<file path="config.mk">
export PLATFORM = sky130hd
export DESIGN_NAME = oled_text_sequencer_flat
export DESIGN_NICKNAME = d
export VERILOG_FILES = /design/src/rtl/oled_pkg.sv /design/src/rtl/oled_text_sequencer_if.sv /design/src/rtl/oled_rr_arbiter.sv /design/src/rtl/oled_text_sequencer.sv /design/src/flat_wrapper.sv
export SDC_FILE = /design/constraint.sdc
export NUM_CORES = 2
export LEC_CHECK = 0
export CAP_MARGIN = 15
export CORE_ASPECT_RATIO = 2
export CORE_MARGIN = 2
export CORE_UTILIZATION = 30
export CTS_CLUSTER_SIZE = 28
export DETAILED_ROUTE_END_ITERATION = 10
export SYNTH_ARGS = -nofsm -noshare
export SYNTH_HDL_FRONTEND = slang
export SYNTH_SLANG_ARGS = --single-unit
export TNS_END_PERCENT = 5
</file>
<file path="constraint.sdc">
create_clock -name i_CLK -period 3.06 [get_ports i_CLK]
set_input_delay 0.765 -clock i_CLK [delete_from_list [all_inputs] [get_ports i_CLK]]
set_output_delay 0.765 -clock i_CLK [all_outputs]
set_load 0.01 [all_outputs]
</file>
<file path="src/rtl/oled_pkg.sv">
// Shared constants, mode codes and state encoding for the OLED text sequencer.
// Optional build macro used by the top: OLED_SEQ_PERIODIC_REFRESH_EN.
package oled_pkg;

  localparam int NUM_COL        = 96;
  localparam int NUM_ROW        = 64;
  localparam int ASCII_COL_SIZE = 8;
  localparam int ASCII_ROW_SIZE = 8;
  localparam int NUM_CHARS      = (NUM_COL / ASCII_COL_SIZE) * (NUM_ROW / ASCII_ROW_SIZE);
  localparam int ADDR_W         = 7;
  localparam int BUSY_TIMEOUT   = 64;
  localparam int REFRESH_PERIOD = 5_000_000;

  localparam logic [1:0] MODE_ON     = 2'b00;
  localparam logic [1:0] MODE_TEXT   = 2'b10;
  localparam logic [7:0] ASCII_SPACE = 8'h20;

  typedef enum logic [2:0] {
    ST_INIT_START,
    ST_INIT_BUSY,
    ST_INIT_DONE,
    ST_IDLE,
    ST_SNAP,
    ST_REF_START,
    ST_REF_BUSY,
    ST_REF_DONE
  } seq_state_t;

  // Bit offset of character cell k inside the flat display bus (cell 0 in the top byte).
  function automatic int cell_lsb(input int k);
    return (NUM_CHARS - 1 - k) * 8;
  endfunction

endpackage

</file>
<file path="src/rtl/oled_text_sequencer_if.sv">
// Bus bundle between the text sequencer, its two character writers and the OLED_interface.
//
// Handshake semantics: a requester raises i_X_VALID with i_X_ADDR/i_X_DATA stable; the write
// is taken on the rising clock edge of any cycle in which i_X_VALID and o_X_READY are both
// high. o_X_READY is combinational from the VALID lines and the arbiter pointer, so a
// requester that sees READY low keeps its request up and retries next cycle. On the OLED
// side o_START is a single-cycle pulse; i_READY low means the OLED_interface is working.
interface oled_text_sequencer_if;

  logic                        i_A_VALID;
  logic [oled_pkg::ADDR_W-1:0] i_A_ADDR;
  logic [7:0]                  i_A_DATA;
  logic                        o_A_READY;

  logic                        i_B_VALID;
  logic [oled_pkg::ADDR_W-1:0] i_B_ADDR;
  logic [7:0]                  i_B_DATA;
  logic                        o_B_READY;

  logic                             i_READY;
  logic [1:0]                       o_MODE;
  logic                             o_START;
  logic [oled_pkg::NUM_CHARS*8-1:0] o_ASCII;

  // Sequencer view.
  modport master (
    input  i_A_VALID, i_A_ADDR, i_A_DATA,
    input  i_B_VALID, i_B_ADDR, i_B_DATA,
    input  i_READY,
    output o_A_READY, o_B_READY,
    output o_MODE, o_START, o_ASCII
  );

  // Requester / OLED_interface view.
  modport slave (
    output i_A_VALID, i_A_ADDR, i_A_DATA,
    output i_B_VALID, i_B_ADDR, i_B_DATA,
    output i_READY,
    input  o_A_READY, o_B_READY,
    input  o_MODE, o_START, o_ASCII
  );

endinterface

</file>
<file path="src/rtl/oled_rr_arbiter.sv">
// Two-way round-robin arbiter: one grant per cycle, pointer flips away from the winner.
module oled_rr_arbiter (
  input  logic i_CLK,
  input  logic i_RST,
  input  logic a_valid,
  input  logic b_valid,
  output logic a_grant,
  output logic b_grant
);

  logic ptr_b;  // 0: A has priority, 1: B has priority

  // Grant: contention goes to the pointer side, a lone request wins outright.
  always_comb begin
    a_grant = 1'b0;
    b_grant = 1'b0;
    if (a_valid && b_valid) begin
      a_grant = !ptr_b;
      b_grant = ptr_b;
    end else begin
      a_grant = a_valid;
      b_grant = b_valid;
    end
  end

  // Pointer: hand priority to the side that did not win.
  always_ff @(posedge i_CLK) begin
    if (i_RST) begin
      ptr_b <= 1'b0;
    end else if (a_grant) begin
      ptr_b <= 1'b1;
    end else if (b_grant) begin
      ptr_b <= 1'b0;
    end
  end

endmodule

</file>
<file path="src/rtl/oled_text_sequencer.sv">
// OLED text sequencer: power-on sequence, buffered character writes from two requesters,
// and a text render whenever the buffer has changed.
// Build option: define OLED_SEQ_PERIODIC_REFRESH_EN to force a re-render after
// REFRESH_PERIOD idle cycles even without writes.
module oled_text_sequencer
  import oled_pkg::*;
(
  input  logic                         i_CLK,
  input  logic                         i_RST,
  oled_text_sequencer_if.master        bus,
  output logic                         o_BUSY,
  output logic                         o_ERR,
  output seq_state_t                   o_STATE
);

  localparam int TO_W = $clog2(BUSY_TIMEOUT) + 1;

  seq_state_t state, state_next;

  logic              a_grant, b_grant;
  logic              wr_en, wr_in_range;
  logic [ADDR_W-1:0] wr_addr;
  logic [7:0]        wr_data;

  logic [7:0]             working [NUM_CHARS];
  logic [NUM_CHARS*8-1:0] ascii_q;
  logic                   dirty;
  logic                   err_q;
  logic [TO_W-1:0]        to_cnt;
  logic                   to_expired;
  logic                   start, snap, timeout, ref_retry, refresh_hit;

  oled_rr_arbiter u_arb (
    .i_CLK   (i_CLK),
    .i_RST   (i_RST),
    .a_valid (bus.i_A_VALID),
    .b_valid (bus.i_B_VALID),
    .a_grant (a_grant),
    .b_grant (b_grant)
  );

  assign bus.o_A_READY = a_grant;
  assign bus.o_B_READY = b_grant;
  assign wr_en         = a_grant || b_grant;
  assign wr_addr       = a_grant ? bus.i_A_ADDR : bus.i_B_ADDR;
  assign wr_data       = a_grant ? bus.i_A_DATA : bus.i_B_DATA;
  assign wr_in_range   = wr_addr < ADDR_W'(NUM_CHARS);

  // State register.
  always_ff @(posedge i_CLK) begin
    if (i_RST) begin
      state <= ST_INIT_START;
    end else begin
      state <= state_next;
    end
  end

  // Next state plus start/snapshot/timeout strobes.
  always_comb begin
    state_next = state;
    start      = 1'b0;
    snap       = 1'b0;
    timeout    = 1'b0;
    unique case (state)
      ST_INIT_START: if (bus.i_READY) begin
        start      = 1'b1;
        state_next = ST_INIT_BUSY;
      end
      ST_INIT_BUSY: begin
        if (!bus.i_READY) begin
          state_next = ST_INIT_DONE;
        end else if (to_expired) begin
          timeout    = 1'b1;
          state_next = ST_INIT_START;
        end
      end
      ST_INIT_DONE: if (bus.i_READY) state_next = ST_IDLE;
      ST_IDLE:      if (dirty && bus.i_READY) state_next = ST_SNAP;
      ST_SNAP: begin
        snap       = 1'b1;
        state_next = ST_REF_START;
      end
      ST_REF_START: begin
        start      = 1'b1;
        state_next = ST_REF_BUSY;
      end
      ST_REF_BUSY: begin
        if (!bus.i_READY) begin
          state_next = ST_REF_DONE;
        end else if (to_expired) begin
          timeout    = 1'b1;
          state_next = ST_IDLE;
        end
      end
      ST_REF_DONE: if (bus.i_READY) state_next = ST_IDLE;
      default:     state_next = ST_INIT_START;
    endcase
  end

  assign ref_retry = timeout && (state == ST_REF_BUSY);

  // Busy watchdog: counts cycles spent waiting for i_READY to fall after a start.
  always_ff @(posedge i_CLK) begin
    if (i_RST) begin
      to_cnt <= '0;
    end else if (state == ST_INIT_BUSY || state == ST_REF_BUSY) begin
      to_cnt <= to_cnt + 1'b1;
    end else begin
      to_cnt <= '0;
    end
  end

  assign to_expired = (to_cnt == TO_W'(BUSY_TIMEOUT - 1));

`ifdef OLED_SEQ_PERIODIC_REFRESH_EN
  logic [31:0] refresh_cnt;

  // Idle-only refresh timer; restarts whenever the sequencer leaves IDLE.
  always_ff @(posedge i_CLK) begin
    if (i_RST || state != ST_IDLE || refresh_hit) begin
      refresh_cnt <= '0;
    end else begin
      refresh_cnt <= refresh_cnt + 1'b1;
    end
  end

  assign refresh_hit = (state == ST_IDLE) && (refresh_cnt == 32'(REFRESH_PERIOD - 1));
`else
  assign refresh_hit = 1'b0;
`endif

  // Working buffer: takes every accepted in-range write, in any state.
  always_ff @(posedge i_CLK) begin
    if (i_RST) begin
      for (int k = 0; k < NUM_CHARS; k++) working[k] <= ASCII_SPACE;
    end else if (wr_en && wr_in_range) begin
      working[wr_addr] <= wr_data;
    end
  end

  // Display buffer: copied from the pre-write working buffer only in SNAP.
  always_ff @(posedge i_CLK) begin
    if (i_RST) begin
      ascii_q <= {NUM_CHARS{ASCII_SPACE}};
    end else if (snap) begin
      for (int k = 0; k < NUM_CHARS; k++) ascii_q[cell_lsb(k) +: 8] <= working[k];
    end
  end

  // Dirty flag: a write in the SNAP cycle wins, so that data gets its own render.
  always_ff @(posedge i_CLK) begin
    if (i_RST) begin
      dirty <= 1'b1;
    end else if ((wr_en && wr_in_range) || ref_retry || refresh_hit) begin
      dirty <= 1'b1;
    end else if (snap) begin
      dirty <= 1'b0;
    end
  end

  // Sticky error: bad address or OLED_interface never went busy.
  always_ff @(posedge i_CLK) begin
    if (i_RST) begin
      err_q <= 1'b0;
    end else if ((wr_en && !wr_in_range) || timeout) begin
      err_q <= 1'b1;
    end
  end

  // Text mode covers the cycle before the start pulse (SNAP) through REF_DONE.
  always_comb begin
    bus.o_MODE = MODE_ON;
    if (state == ST_SNAP || state == ST_REF_START || state == ST_REF_BUSY || state == ST_REF_DONE) begin
      bus.o_MODE = MODE_TEXT;
    end
  end

  // Start is gated by reset so a reset landing on a start cycle never lets it through.
  assign bus.o_START = start && !i_RST;
  assign bus.o_ASCII = ascii_q;
  assign o_BUSY      = (state != ST_IDLE);
  assign o_ERR       = err_q;
  assign o_STATE     = state;

endmodule

</file>
<file path="src/flat_wrapper.sv">
// flat-port wrapper written by rule: the top's interface ports become plain ports
module oled_text_sequencer_flat import oled_pkg::*;
  (i_CLK, i_RST, o_BUSY, o_ERR, o_STATE, bus_i_A_VALID, bus_i_A_ADDR, bus_i_A_DATA, bus_i_B_VALID, bus_i_B_ADDR, bus_i_B_DATA, bus_i_READY, bus_o_A_READY, bus_o_B_READY, bus_o_MODE, bus_o_START, bus_o_ASCII);
  oled_text_sequencer_if bus_i ();
  input  logic i_CLK;
  input  logic i_RST;
  output logic o_BUSY;
  output logic o_ERR;
  output seq_state_t o_STATE;
  input wire logic [$bits(bus_i.i_A_VALID)-1:0] bus_i_A_VALID;
  input wire logic [$bits(bus_i.i_A_ADDR)-1:0] bus_i_A_ADDR;
  input wire logic [$bits(bus_i.i_A_DATA)-1:0] bus_i_A_DATA;
  input wire logic [$bits(bus_i.i_B_VALID)-1:0] bus_i_B_VALID;
  input wire logic [$bits(bus_i.i_B_ADDR)-1:0] bus_i_B_ADDR;
  input wire logic [$bits(bus_i.i_B_DATA)-1:0] bus_i_B_DATA;
  input wire logic [$bits(bus_i.i_READY)-1:0] bus_i_READY;
  output wire logic [$bits(bus_i.o_A_READY)-1:0] bus_o_A_READY;
  output wire logic [$bits(bus_i.o_B_READY)-1:0] bus_o_B_READY;
  output wire logic [$bits(bus_i.o_MODE)-1:0] bus_o_MODE;
  output wire logic [$bits(bus_i.o_START)-1:0] bus_o_START;
  output wire logic [$bits(bus_i.o_ASCII)-1:0] bus_o_ASCII;
  assign bus_i.i_A_VALID = bus_i_A_VALID;
  assign bus_i.i_A_ADDR = bus_i_A_ADDR;
  assign bus_i.i_A_DATA = bus_i_A_DATA;
  assign bus_i.i_B_VALID = bus_i_B_VALID;
  assign bus_i.i_B_ADDR = bus_i_B_ADDR;
  assign bus_i.i_B_DATA = bus_i_B_DATA;
  assign bus_i.i_READY = bus_i_READY;
  assign bus_o_A_READY = bus_i.o_A_READY;
  assign bus_o_B_READY = bus_i.o_B_READY;
  assign bus_o_MODE = bus_i.o_MODE;
  assign bus_o_START = bus_i.o_START;
  assign bus_o_ASCII = bus_i.o_ASCII;
  oled_text_sequencer u_core (.i_CLK(i_CLK), .i_RST(i_RST), .bus(bus_i), .o_BUSY(o_BUSY), .o_ERR(o_ERR), .o_STATE(o_STATE));
endmodule
</file>
==> qor.csv <==
stage;metric;value;unit
timing;rsz0062_at_grt;no;
min_path;hold_path_startpoint;i_RST;
pwr;p_per_area;565;mW/mm^2
flow_run;maxCapViolCount;0;
synth;synth_top_area_share;40.5;%
drt;ant_nets;0;
drt;vias;44917;
critical_path;worstPathArrival;2.21;ns
layout;nNetsFinal;6384;
synth;async_flop_share;0;%
drt;routedWlPerCell;25.7;um
clock_network;clock_tree.root_cell;clkbuf_16;
synth;syn_nets;5474;
placement;hpwl;168;mm
status;outcome;complete, no violations;
timing;worst_pin_slew;0.925;ns
clock_network;clk_pin_slew;0.07;ns
critical_path;path_class;primary input to output port;
global_route;grt_overflow;0;
drt;first_pass_iters;6;
pwr;ir_worst_vdd;0.000475;V
die;die_y;620;um
global_route;grt_pass1_vias;41883;
min_path;hold_path.class;primary input to flip-flop;
global_route;grt_util_all_layers;23.2;%
synth;ys_ff_latch;1549;
clock_network;cts_tree;yes;
clock_network;clk_latency;0.81;ns
pwr;p_leak;26.1;nW
drt;routed_wl;231;mm
clock_network;cts_made_buffers;143;
layout;final_common_cell;nand2_1;
drt;viasPerCell;5.00;
placement;port_buffers;811;
timing;hold_viol_final;0;
timing;period_needed;2.97;ns
global_route;antenna_found_initial;19;
synth;synth_edf_count;768;
die;die-area;0.193;mm^2
clock_network;hold_buffers;0;
die;ioPinCount;813;
timing;hold_slack;0.334;ns
critical_path;cp-startpoint;bus_i_A_VALID;
synth;synthCells;5438;
critical_path;required;2.29;ns
synth;ys_types;62;
layout;syn_to_final_growth;35.0;%
timing;max_freq;337;MHz
timing;maxSlewViolCount;0;
synth;seq_area_frac_synth;68.0;%
clock_network;cts_buffer_depth;3;
layout;drive_above_1_share;12.2;%
synth;synthFlopType;dfxtp_1;
layout;layout_common_cells;nand2_1 (1630), clkdlybuf4s50_1 (807), dfxtp_1 (779), edfxtp_1 (768), a21oi_1 (681);
global_route;grt_pass1_wl;320;mm
critical_path;cp-start-kind;primary input;
synth;synth_area_per_cell;10.5;um^2
synth;ys_warn_count;0;
critical_path;r2r-start;u_core.u_arb.ptr_b;
placement;place_congestion;0.874;
drt;drcViolationCount;0;
timing;fin_skew;0.0261;ns
synth;synth_top_cell_by_area;edfxtp_1;
layout;final_util;40.7;%
synth;netlist_area;0.0569;mm^2
clock_network;cts_sinks;1549;
synth;yosys-top-cells-area;edfxtp_1 (41%), dfxtp_1 (27%), nand2_1 (11%);
clock_network;cts_max_level;4;
timing;setup_viol;0;
die;coreArea;0.189;mm^2
critical_path;crit_path_end_kind;output port;
pwr;finalPower;43.4;mW
critical_path;cp_max_fo;7;
die;die_w;312;um
timing;slew_headroom;38.3;%
die;rows;226;
global_route;grt_max_degree;174;
drt;drt_iter0_drc;5281;
timing;timing.final.crit_share;97.1;%
die;initial_core_util;30.1;%
-- Yosys cell counts, types with 8 or more instances --
library cell / number
a21o_1: 95
nand3_1: 30
nor3_2: 60
nor2b_1: 9
a31oi_4: 17
buf_2: 129
buf_6: 21
and3_1: 28
buf_1: 11
nor2_1: 542
nor3_1: 86
nand3b_1: 103
nand2_1: 1631
edfxtp_1: 768
and2_1: 13
nand2b_1: 10
nor2_2: 10
a21oi_1: 681
clkbuf_1: 283
dfxtp_1: 781
a31o_2: 8
-- report_power, final --
group | internal, mW | total [mW] | switching (mW)
clock | 10.2 | 18.5 | 8.30
sequential | 22.1 | 22.4 | 0.255
combinational | 0.916 | 2.52 | 1.61
-- kinds of logic (layout without fill, tap and decap cells) --
kind of cell    Yosys count  count (layout)  synth area share [%]
simple gates           2561            2561                  19.2
flops                  1549            1549                  68.0
compound gates          860             860                  9.03
buf+inv                 460            1489                  3.70
xor+xnor                  4               4                0.0616
mux                       2               2                0.0418
fa+ha+maj                 1               1                0.0220
other cells               1               3               0.00659
-- critical path: stages --
cell,delay (ns)
clkdlybuf4s50_1,0.55
buf_4,0.16
nand2b_1,0.10
and2_2,0.28
buf_4,0.19
buf_12,0.14
-- flip-flops by register name, indices dropped and copies added (netlist names) --
| signal | cells |
|---|---|
| u_core.o_ERR | 1 |
| u_core.o_STATE | 3 |
| bus_o_ASCII | 768 |
| u_core.to_cnt | 7 |
| u_core.dirty | 1 |
| u_core.working | 768 |
| u_core.u_arb.ptr_b | 1 |
-- area by class of cell --
type	instances	area (um^2)
fillers	18323	112000
clock inverters	57	714
flip-flops and latches	1549	38700
diodes	2	5.00
inverters	6	30.0
multi-input cells	3429	16300
clock buffers	207	4080
repair buffers	1219	13900
well taps	2508	3140
-- worst paths after layout --
| check | endpoint | slack, ns | cells past startpoint |
|---|---|---|---|
| worst min-delay path | u_core.u_arb.ptr_b | 0.33 | 2 |
| worst max-delay path | bus_o_B_READY | 0.09 | 6 |
| worst min register to register | bus_o_ASCII[341] | 0.45 | 2 |
| worst max register to register | u_core.working[72][6] | 0.56 | 8 |
-- metrics by stage --
| step | cells | TNS, ns | instance area, um^2 | setup slack [ns] |
|---|---|---|---|---|
| after global placement | 8711 | -161.21 | 72100 | -0.481 |
| final | 8977 | 0 | 76900 | 0.0889 |
| after global routing | 8975 | 0 | 76900 | 0.0286 |
| after CTS | 8975 | -0.0138 | 76900 | -0.0138 |
| after floorplan | 5438 | 0 | 56900 | 0.488 |
| after detailed placement | 8711 | -185.54 | 72100 | -0.462 |
-- repair_timing --
action                     4_1_cts  5_1_grt
pin swaps                        0        0
hold endpoints to repair         0        0
setup endpoints to repair        3        2
resized for setup                4        2
gates cloned                     0        0
buffers inserted                 0        0
-- routing by layer --
layer | GRT usage [%] | up-vias | share of wire [%]
met2 | 34.8 | 2572 | 43
met3 | 6.22 | 331 | 11
met4 | 6.51 | 28 | 2.9
met5 | 0 | - | 0.069
li1 | - | 20006 | -
met1 | 32.7 | 21980 | 43
Power figures use the tool's default switching activity.
